File: src/rtl/matrix_scan_pkg.sv
// Shared types and sizes for the LED matrix scan receiver.
package matrix_scan_pkg;

  localparam int unsigned ROWS   = 8;
  localparam int unsigned COLS   = 8;
  localparam int unsigned ROW_W  = 3;
  localparam int unsigned COMM_W = 4;
  localparam int unsigned CNT_W  = 4;
  localparam int unsigned FCNT_W = 8;

  typedef enum logic {
    HUNT    = 1'b0,
    CAPTURE = 1'b1
  } scan_state_e;

  typedef struct packed {
    logic [COLS-1:0] r;
    logic [COLS-1:0] g;
    logic [COLS-1:0] b;
  } rgb_row_t;

  // Column drivers are active-low; stored pixels are active-high.
  function automatic rgb_row_t pixels_on(input logic [COLS-1:0] r,
                                         input logic [COLS-1:0] g,
                                         input logic [COLS-1:0] b);
    rgb_row_t px;
    px.r = ~r;
    px.g = ~g;
    px.b = ~b;
    return px;
  endfunction

endpackage

File: src/rtl/matrix_scan_rx_if.sv
// Scan input / frame read-port bundle for matrix_scan_rx.
interface matrix_scan_rx_if;
  import matrix_scan_pkg::*;

  logic [COMM_W-1:0] comm;
  logic [COLS-1:0]   data_r;
  logic [COLS-1:0]   data_g;
  logic [COLS-1:0]   data_b;
  logic [ROW_W-1:0]  rd_row;
  logic [COLS-1:0]   rd_r;
  logic [COLS-1:0]   rd_g;
  logic [COLS-1:0]   rd_b;
  logic              frame_valid;
  logic              seq_err;
  logic              locked;
  logic [FCNT_W-1:0] frame_cnt;

  modport master (
    output comm, data_r, data_g, data_b, rd_row,
    input  rd_r, rd_g, rd_b, frame_valid, seq_err, locked, frame_cnt
  );

  modport slave (
    input  comm, data_r, data_g, data_b, rd_row,
    output rd_r, rd_g, rd_b, frame_valid, seq_err, locked, frame_cnt
  );

endinterface

File: src/rtl/matrix_scan_row_detect.sv
// Tracks comm changes and emits a sample strobe once a row select has been
// stable for SETTLE clocks.
module matrix_scan_row_detect
  import matrix_scan_pkg::*;
#(
  parameter int unsigned SETTLE = 2
) (
  input  logic              clk,
  input  logic              clear_n,
  input  logic [COMM_W-1:0] comm_i,
  output logic              sample_c_o,
  output logic [ROW_W-1:0]  row_c_o
);

  logic [COMM_W-1:0] comm_q;
  logic [CNT_W-1:0]  cnt_q, cnt_d;
  logic              changed_c;

  assign changed_c = (comm_i != comm_q);

  // Any change restarts settling; blanking or a row change aborts a pending one.
  always_comb begin
    cnt_d = cnt_q;
    if (changed_c) begin
      cnt_d = comm_i[COMM_W-1] ? CNT_W'(SETTLE) : '0;
    end else if (cnt_q != '0) begin
      cnt_d = cnt_q - CNT_W'(1);
    end
  end

  always_ff @(posedge clk or negedge clear_n) begin
    if (!clear_n) begin
      comm_q <= '0;
      cnt_q  <= '0;
    end else begin
      comm_q <= comm_i;
      cnt_q  <= cnt_d;
    end
  end

  assign sample_c_o = !changed_c && (cnt_q == CNT_W'(1));
  assign row_c_o    = comm_q[ROW_W-1:0];

endmodule

File: src/rtl/matrix_scan_rx.sv
// LED matrix scan receiver: rebuilds RGB frames from a row-scanned bus.
// Build option MATRIX_SCAN_RX_DBUF_EN selects separate back/front frame buffers.
module matrix_scan_rx
  import matrix_scan_pkg::*;
#(
  parameter int unsigned SETTLE = 2
) (
  input  logic             clk,
  input  logic             clear_n,
  matrix_scan_rx_if.slave  bus
);

  localparam logic [ROW_W-1:0] LAST_ROW = ROW_W'(ROWS - 1);

  scan_state_e       state_q, state_d;
  logic [ROW_W-1:0]  exp_q, exp_d;
  logic [FCNT_W-1:0] fcnt_q, fcnt_d;
  logic              fv_q, fv_d;
  logic              se_q, se_d;
  logic              sample_c;
  logic [ROW_W-1:0]  row_c;
  logic              store_c, publish_c, discard_c;
  rgb_row_t          px_c;
  rgb_row_t          rd_q;

  matrix_scan_row_detect #(.SETTLE(SETTLE)) u_row_detect (
    .clk        (clk),
    .clear_n    (clear_n),
    .comm_i     (bus.comm),
    .sample_c_o (sample_c),
    .row_c_o    (row_c)
  );

  assign px_c = pixels_on(bus.data_r, bus.data_g, bus.data_b);

  // Frame sequencer: lock on row 0, expect rows in order, publish on the last row.
  always_comb begin
    state_d   = state_q;
    exp_d     = exp_q;
    fcnt_d    = fcnt_q;
    fv_d      = 1'b0;
    se_d      = 1'b0;
    store_c   = 1'b0;
    publish_c = 1'b0;
    discard_c = 1'b0;
    if (sample_c) begin
      case (state_q)
        HUNT: begin
          if (row_c == '0) begin
            store_c = 1'b1;
            exp_d   = ROW_W'(1);
            state_d = CAPTURE;
          end
        end
        CAPTURE: begin
          if (row_c == exp_q) begin
            store_c = 1'b1;
            if (row_c == LAST_ROW) begin
              publish_c = 1'b1;
              fv_d      = 1'b1;
              fcnt_d    = fcnt_q + FCNT_W'(1);
              exp_d     = '0;
            end else begin
              exp_d = exp_q + ROW_W'(1);
            end
          end else begin
            se_d      = 1'b1;
            discard_c = 1'b1;
            // A stray row 0 is a fresh frame start, so relock immediately.
            if (row_c == '0) begin
              store_c = 1'b1;
              exp_d   = ROW_W'(1);
            end else begin
              state_d = HUNT;
              exp_d   = '0;
            end
          end
        end
        default: state_d = HUNT;
      endcase
    end
  end

  always_ff @(posedge clk or negedge clear_n) begin
    if (!clear_n) begin
      state_q <= HUNT;
      exp_q   <= '0;
      fcnt_q  <= '0;
      fv_q    <= 1'b0;
      se_q    <= 1'b0;
    end else begin
      state_q <= state_d;
      exp_q   <= exp_d;
      fcnt_q  <= fcnt_d;
      fv_q    <= fv_d;
      se_q    <= se_d;
    end
  end

`ifdef MATRIX_SCAN_RX_DBUF_EN
  rgb_row_t back_q  [ROWS];
  rgb_row_t front_q [ROWS];

  // Rows assemble in the back buffer; the front copy only moves at publish.
  always_ff @(posedge clk or negedge clear_n) begin
    if (!clear_n) begin
      for (int unsigned i = 0; i < ROWS; i++) begin
        back_q[i]  <= '0;
        front_q[i] <= '0;
      end
      rd_q <= '0;
    end else begin
      for (int unsigned i = 0; i < ROWS; i++) begin
        if (discard_c) back_q[i] <= '0;
        if (store_c && (row_c == ROW_W'(i))) back_q[i] <= px_c;
        if (publish_c) front_q[i] <= (row_c == ROW_W'(i)) ? px_c : back_q[i];
      end
      rd_q <= front_q[bus.rd_row];
    end
  end
`else
  rgb_row_t buf_q [ROWS];
  logic     unused_c;

  assign unused_c = publish_c | discard_c;

  // Single buffer: every accepted row is readable straight away.
  always_ff @(posedge clk or negedge clear_n) begin
    if (!clear_n) begin
      for (int unsigned i = 0; i < ROWS; i++) begin
        buf_q[i] <= '0;
      end
      rd_q <= '0;
    end else begin
      for (int unsigned i = 0; i < ROWS; i++) begin
        if (store_c && (row_c == ROW_W'(i))) buf_q[i] <= px_c;
      end
      rd_q <= buf_q[bus.rd_row];
    end
  end
`endif

  assign bus.rd_r        = rd_q.r;
  assign bus.rd_g        = rd_q.g;
  assign bus.rd_b        = rd_q.b;
  assign bus.frame_valid = fv_q;
  assign bus.seq_err     = se_q;
  assign bus.locked      = (state_q == CAPTURE);
  assign bus.frame_cnt   = fcnt_q;

endmodule

File: src/flat_wrapper.sv
// flat-port wrapper written by rule: the top's interface ports become plain ports
module matrix_scan_rx_flat import matrix_scan_pkg::*;
#(
  parameter int unsigned SETTLE = 2
)
  (clk, clear_n, bus_comm, bus_data_r, bus_data_g, bus_data_b, bus_rd_row, bus_rd_r, bus_rd_g, bus_rd_b, bus_frame_valid, bus_seq_err, bus_locked, bus_frame_cnt);
  matrix_scan_rx_if bus_i ();
  input  logic clk;
  input  logic clear_n;
  input wire logic [$bits(bus_i.comm)-1:0] bus_comm;
  input wire logic [$bits(bus_i.data_r)-1:0] bus_data_r;
  input wire logic [$bits(bus_i.data_g)-1:0] bus_data_g;
  input wire logic [$bits(bus_i.data_b)-1:0] bus_data_b;
  input wire logic [$bits(bus_i.rd_row)-1:0] bus_rd_row;
  output wire logic [$bits(bus_i.rd_r)-1:0] bus_rd_r;
  output wire logic [$bits(bus_i.rd_g)-1:0] bus_rd_g;
  output wire logic [$bits(bus_i.rd_b)-1:0] bus_rd_b;
  output wire logic [$bits(bus_i.frame_valid)-1:0] bus_frame_valid;
  output wire logic [$bits(bus_i.seq_err)-1:0] bus_seq_err;
  output wire logic [$bits(bus_i.locked)-1:0] bus_locked;
  output wire logic [$bits(bus_i.frame_cnt)-1:0] bus_frame_cnt;
  assign bus_i.comm = bus_comm;
  assign bus_i.data_r = bus_data_r;
  assign bus_i.data_g = bus_data_g;
  assign bus_i.data_b = bus_data_b;
  assign bus_i.rd_row = bus_rd_row;
  assign bus_rd_r = bus_i.rd_r;
  assign bus_rd_g = bus_i.rd_g;
  assign bus_rd_b = bus_i.rd_b;
  assign bus_frame_valid = bus_i.frame_valid;
  assign bus_seq_err = bus_i.seq_err;
  assign bus_locked = bus_i.locked;
  assign bus_frame_cnt = bus_i.frame_cnt;
  matrix_scan_rx #(.SETTLE(SETTLE)) u_core (.clk(clk), .clear_n(clear_n), .bus(bus_i));
endmodule
File: config.mk
export PLATFORM = sky130hd
export DESIGN_NAME = matrix_scan_rx_flat
export DESIGN_NICKNAME = d
export VERILOG_FILES = /design/src/rtl/matrix_scan_pkg.sv /design/src/rtl/matrix_scan_rx_if.sv /design/src/rtl/matrix_scan_row_detect.sv /design/src/rtl/matrix_scan_rx.sv /design/src/flat_wrapper.sv
export SDC_FILE = /design/constraint.sdc
export NUM_CORES = 1
export LEC_CHECK = 0
export CORE_MARGIN = 2
export CORE_UTILIZATION = 66
export CTS_BUF_LIST = sky130_fd_sc_hd__clkbuf_2 sky130_fd_sc_hd__clkbuf_4 sky130_fd_sc_hd__clkbuf_8
export CTS_CLUSTER_SIZE = 10
export DETAILED_ROUTE_END_ITERATION = 10
export PLACE_DENSITY_LB_ADDON = 0.12
export SETUP_SLACK_MARGIN = 0.5
export SLEW_MARGIN = 25
export SYNTH_ARGS = -nofsm -noshare
export SYNTH_HDL_FRONTEND = slang
export SYNTH_SLANG_ARGS = --single-unit
File: constraint.sdc
create_clock -name clk -period 3.15 [get_ports clk]
set_clock_uncertainty 0.05 [all_clocks]
set_input_delay 0.63 -clock clk [delete_from_list [all_inputs] [get_ports clk]]
set_output_delay 0.63 -clock clk [all_outputs]
set_load 0.01 [all_outputs]
* Yosys cells after proc, flatten, opt, wreduce, memory -nomap -nowiden
Cells that the tools add are included.
Storage, ports and cells: register bits after elaboration 238, bits of input ports 33, output and inout port bits 35
Cells by class: $add $sub $neg 3, order comparisons 1, equal/unequal tests 11, multiplexer cells 22, bitwise gates (word level) 5, reduce and logical (&&, ||, !) cells 15
Operator list (number):
- binary-select mux 24 bit (select 3 bit) | 1
- 2-to-1 mux 24 bit | 2
- inverter 8 bit | 3
- equality test 3 bit, second input constant | 4
- 2-to-1 mux 1 bit | 11
- logical AND 1 bit | 9
- 2-to-1 mux 3 bit | 3
- adder 8 x 1 -> 8 bit, second input constant | 1
- 2-to-1 mux 4 bit | 2
- equality test 3 x 2 -> 1 bit, second input constant | 2
- case mux 3 bit (2 select lines) | 1
- equality test 4 x 1 -> 1 bit, second input constant | 1
- greater-or-equal comparator 4 bit, second input constant | 1
- inequality test 4 bit | 1
- inverter 3 -> 4 bit | 1
- AND reduction 4 bit | 1
- nonzero test 4 bit | 1
- subtractor 4 x 1 -> 4 bit, second input constant | 1
- adder 3 x 1 -> 3 bit, second input constant | 1
- equality test 3 x 1 -> 1 bit, second input constant | 1
- equality test 3 bit | 1
- logical NOT 3 bit | 1
- 2-to-1 mux 2 bit | 1
- inequality test 2 x 1 -> 1 bit, second input constant | 1
- 5 further kinds | 5

* Depth between registers and ports, before layout
depth after elaboration 6, mapped depth 9, depth with buffers taken out 6

* Modules after synthesis
Synthesis repeated with hierarchy kept, for this count alone.
Unflattened totals: cells, all modules 849, area, all modules 10085.9 sq um
By module, submodules not included:
- matrix_scan_rx | instances 1, cells an instance 817, area each 9683.0 sq um, seq. area each 5755.5 sq um
- matrix_scan_row_detect | instances 1, cells an instance 32, area each 402.9 sq um, seq. area each 200.2 sq um

* Worst setup path before layout
Ideal clock, no wire load.
path kind input port to flip-flop, start point input port bus_rd_row[0], end point register u_core.rd_q, in the netlist u_core.bus.rd_b[3], setup time 125 ps, arrival 1988 ps, required time 2975 ps, slack 988 ps, stages on the path 4, path buffers 2, path through buf_2 buf_2 mux4_2 mux2_2
On the way: cells in the longest elaborated chain, start to end 4
Ends and longest elaborated chain:
- start, declared | RTL line flat_wrapper.sv:14 | input wire logic [$bits(bus_i.rd_row)-1:0] bus_rd_row;
- inverter 3 -> 4 bit (not written as such) | RTL line matrix_scan_rx.sv:138 | rd_q <= buf_q[bus.rd_row];
- binary-select mux 24 bit (select 3 bit) | RTL line matrix_scan_rx.sv:138
- 2-to-1 mux 24 bit (not written as such) (2 in a row) | RTL line matrix_scan_rx.sv:138
- end signal, assigned | RTL line matrix_scan_rx.sv:138
- end, declared | RTL line matrix_scan_rx.sv:24 | rgb_row_t rd_q;
No other way between the ends. The select of a mux whose other input is x is not followed. A chain may end at the register's enable or synchronous reset.

* Worst setup path in the final report
start point register u_core.u_row_detect.comm_q[2], end point register u_core.buf_q[16] (netlist name)
On the way: cells in the longest elaborated chain, start to end 6, elaborated cells on any way between the ends 11, those cells by class 3 x eq/ne; 4 x mux; 4 x reduce/logical
Ends and longest elaborated chain:
- start, declared | RTL line matrix_scan_row_detect.sv:15 | logic [COMM_W-1:0] comm_q;
- start signal, assigned | RTL line matrix_scan_row_detect.sv:36 | comm_q <= comm_i;
- logical NOT 3 bit | RTL line matrix_scan_rx.sv:49, matrix_scan_rx.sv:70
- 2-to-1 mux 1 bit | RTL line matrix_scan_rx.sv:49, matrix_scan_rx.sv:70
- 2-to-1 mux 1 bit | RTL line matrix_scan_rx.sv:56 | if (row_c == exp_q) begin
- case mux 1 bit (2 select lines) | RTL line matrix_scan_rx.sv:47 | case (state_q)
- 2-to-1 mux 1 bit | RTL line matrix_scan_rx.sv:46 | if (sample_c) begin
- logical AND 1 bit (*) | RTL line matrix_scan_rx.sv:136 | if (store_c && (row_c == ROW_W'(i))) buf_q[i] <= px_c;
- end signal, assigned by index | RTL line matrix_scan_rx.sv:136
- end, declared | RTL line matrix_scan_rx.sv:122 | rgb_row_t buf_q [ROWS];
Every way passes the cells marked *; elsewhere a longest branch is shown, timed or not.

==> flow_metrics.py <==
metrics = {
    "outcome": {
        "status": "finished clean",
    },
    "flow_run": {
        "maxCapViolations": 0,
    },
    "floorplan": {
        "fp-row-count": 45,
        "die_x_um": 127,
        "core_area_mm2": 0.0150,
        "die_area_mm2": 0.0162,
        "die_height_um": 127,
        "io_pins": 68,
        "initial_utilization_pct": 66.9,
    },
    "sta": {
        "worst_slack_ps": 642,
        "holdWs_ps": 52.9,
        "timing.final.crit_share_pct": 79.6,
        "finalSetupViolations": 0,
        "tns_ps": 0,
        "final-hold-violation-count": 0,
        "period_needed_ps": 2510,
        "worst-slew-pin-transition_ps": 770,
        "drv_slew": 0,
        "rsz0062_at_grt": "false",
        "max-slew-margin-rel_pct": 48.7,
        "fmax_ghz": 0.399,
    },
    "clock_network": {
        "cts_resized": 0,
        "clock_latency_ps": 520,
        "clock-root-buffer": "clkbuf_8",
        "clockBufferDepth": 3,
        "cts_hold_buf": 0,
        "clk_pin_slew_ps": 60,
        "cts_tree": "built",
        "cts_sinks": 238,
        "cts_max_level": 2,
        "numCtsBuffers": 38,
        "cts_setup_buffers": 0,
    },
    "route": {
        "routed_wirelength_um": 20200,
        "route.detailed.drc": 0,
        "drt-initial-drc-count": 366,
        "vias": 6677,
        "wl_per_cell_um": 18.1,
        "via_per_inst": 5.99,
        "ant_nets": 0,
        "dr.pass1.iters": 4,
    },
    "critical_path": {
        "worstPathArrival_ps": 2840,
        "critPathCaptureType": "register",
        "critPathSlowestCell": "or4b_4",
        "cpPeakStageDelay_ps": 800,
        "critPathMaxFanout": 48,
        "r2r_slack_ps": 640,
        "path_cells": "xnor2_2 -> a41o_2 -> or4b_4 -> nand2_1 -> o21ai_2",
        "start_kind": "register",
        "crit_path_end": "u_core.buf_q[16]$_DFFE_PN0P_",
        "cp-startpoint": "u_core.u_row_detect.comm_q[2]$_DFF_PN0_",
        "cp.required_ps": 3480,
        "worstSetupPathType": "reg2reg",
        "reg2reg_depth": 5,
        "rr_startpoint": "u_core.u_row_detect.comm_q[2]$_DFF_PN0_",
        "timing.rr.end": "u_core.buf_q[16]$_DFFE_PN0P_",
    },
    "cells_and_area": {
        "area_delta_synth_final_pct": 15.3,
        "fillers": 952,
        "stdcell_area_mm2": 0.0116,
        "drive_gt1_share_pct": 22.0,
        "nNetsFinal": 939,
        "finalNonFillerCells": 1114,
        "diodes": 0,
    },
    "placement": {
        "postPlaceCellArea_mm2": 0.0108,
        "pre_cts_slack_ps": 218,
        "dp_cells": 1049,
        "dp_hpwl_um": 11800,
        "port_buffers": 67,
        "gp_congestion": 0.787,
    },
    "synthesis": {
        "syn_inst": 837,
        "netlist_area_mm2": 0.0101,
        "yosys_register_bits": 238,
        "synth_flop_cell": "dfrtp_1",
        "synth.top_cells.by_area": "dfrtp_1, mux4_2, o21ai_0",
        "synth.largest_area_cell": "dfrtp_1",
        "postSynthAreaPerCell_um2": 12.0,
        "synth.distinct_cells": 38,
        "yosysSeqAreaShare_pct": 59.2,
        "synth-edff-count": 0,
        "async_flop_share_pct": 100,
        "yosysWarnings": 0,
        "yosysTopAreaCellShare_pct": 59.2,
        "syn_nets": 875,
    },
    "grt": {
        "grt_pass1_wl_um": 34700,
        "grt.overflow.total": 0,
        "track_usage_pct": 26.8,
        "grt_max_degree": 96,
        "grt_pass1_vias": 7062,
        "antenna_found_initial": 1,
    },
    "worst_hold_path": {
        "hold_path_class": "in2async",
    },
    "power": {
        "ir_worst_vdd_mv": 0.337,
        "power_density_mw_per_mm2": 516,
        "leakage_uw": 0.00524,
    },
}
metal layers:
layer	vias up	GRT usage (%)	part of all wire, %
met4	0	8.60	1.8
met1	3417	36.4	43
met2	159	44.8	51
met3	37	4.77	4.5
li1	3064	-	-
met5	-	0	0
through the flow:
| step | utilization (%) | total power, µW |
|---|---|---|
| finish | 77.2 | 5990 |
| global placement | 72.0 | 3390 |
| CTS | 77.2 | 6050 |
| detailed placement | 72.0 | 3400 |
| floorplan | - | 3240 |
| global route | 77.2 | 6220 |
critical path: cells and delay by family, from the launching register on:
kind | cells | cell delay (ps)
DFF | 1 | 530
xor gates and xnor gates | 1 | 330
and+or+nand+nor | 2 | 1020
AOI/OAI and AO/OA | 2 | 380
synthesized netlist by cell type (all sizes together) (3+ instances only):
cell	n
mux2	26
nand4	12
buf	35
nand2	205
clkbuf	23
ha	5
nor2	5
nand3	4
and3	3
xnor2	16
o21ai	194
nor3b	3
dfrtp	238
mux4	48
final cells by class:
type	instances	area, µm²	share of cell area (%)
timing repair buffer	82	818	7.05
inverter	2	7.51	0.0647
clock inverter	4	25.0	0.216
clock buffer	61	758	6.54
multi-input combinational	539	3800	32.8
tap	188	235	2.03
sequential	238	5960	51.3
report_power, final:
| part | switching [µW] | internal, µW |
|---|---|---|
| logic | 163 | 99.0 |
| registers | 13.5 | 3070 |
| clock network | 1120 | 1520 |
registers in the layout (all words and copies together) (netlist names):
name                        count
u_core.bus.frame_cnt            8
u_core.bus.frame_valid          1
u_core.bus.locked               1
u_core.buf_q                  192
u_core.bus.rd_g                 8
u_core.bus.seq_err              1
u_core.bus.rd_r                 8
u_core.bus.rd_b                 8
u_core.u_row_detect.comm_q      4
u_core.u_row_detect.cnt_q       4
u_core.exp_q                    3
how the worst min path moves through the flow:
stage | from | to | slack [ps] | depth (start not counted)
4_1_cts | clear_n | u_core.buf_q[176]$_DFFE_PN0P_ | 80 | 1
2_1_floorplan | clear_n | u_core.buf_q[0]$_DFFE_PN0P_ | 280 | 0
3_5_place_dp | u_core.bus.frame_cnt[7]$_DFFE_PN0P_ | u_core.bus.frame_cnt[7]$_DFFE_PN0P_ | 420 | 1
5_1_grt | clear_n | u_core.buf_q[152]$_DFFE_PN0P_ | 110 | 1
3_3_place_gp | u_core.buf_q[7]$_DFFE_PN0P_ | u_core.buf_q[7]$_DFFE_PN0P_ | 410 | 2
6_report | clear_n | u_core.bus.rd_r[6]$_DFF_PN0_ | 50 | 1
logic make-up after synthesis:
group / share of synthesized area, %
xor gates and xnor gates: 1.85
DFF: 59.2
AOI/OAI and AO/OA: 11.0
and+or+nand+nor: 10.6
muxes: 13.7
adders and majority gates: 0.622
buffers and inverters: 3.08
cells in the final DEF, fill, tap and decap left out, types with 4 or more instances in the layout:
master	instances
clkbuf_8	48
ha_1	5
mux4_2	48
clkdlybuf4s50_1	64
o21ai_1	4
nand2_1	189
xnor2_2	5
o21ai_0	170
clkbuf_4	13
buf_4	13
nand2_2	16
dfrtp_1	238
nor2_1	5
xnor2_1	11
mux2_2	26
o21ai_2	20
nand4_1	11
Power figures use the tool's default switching activity.
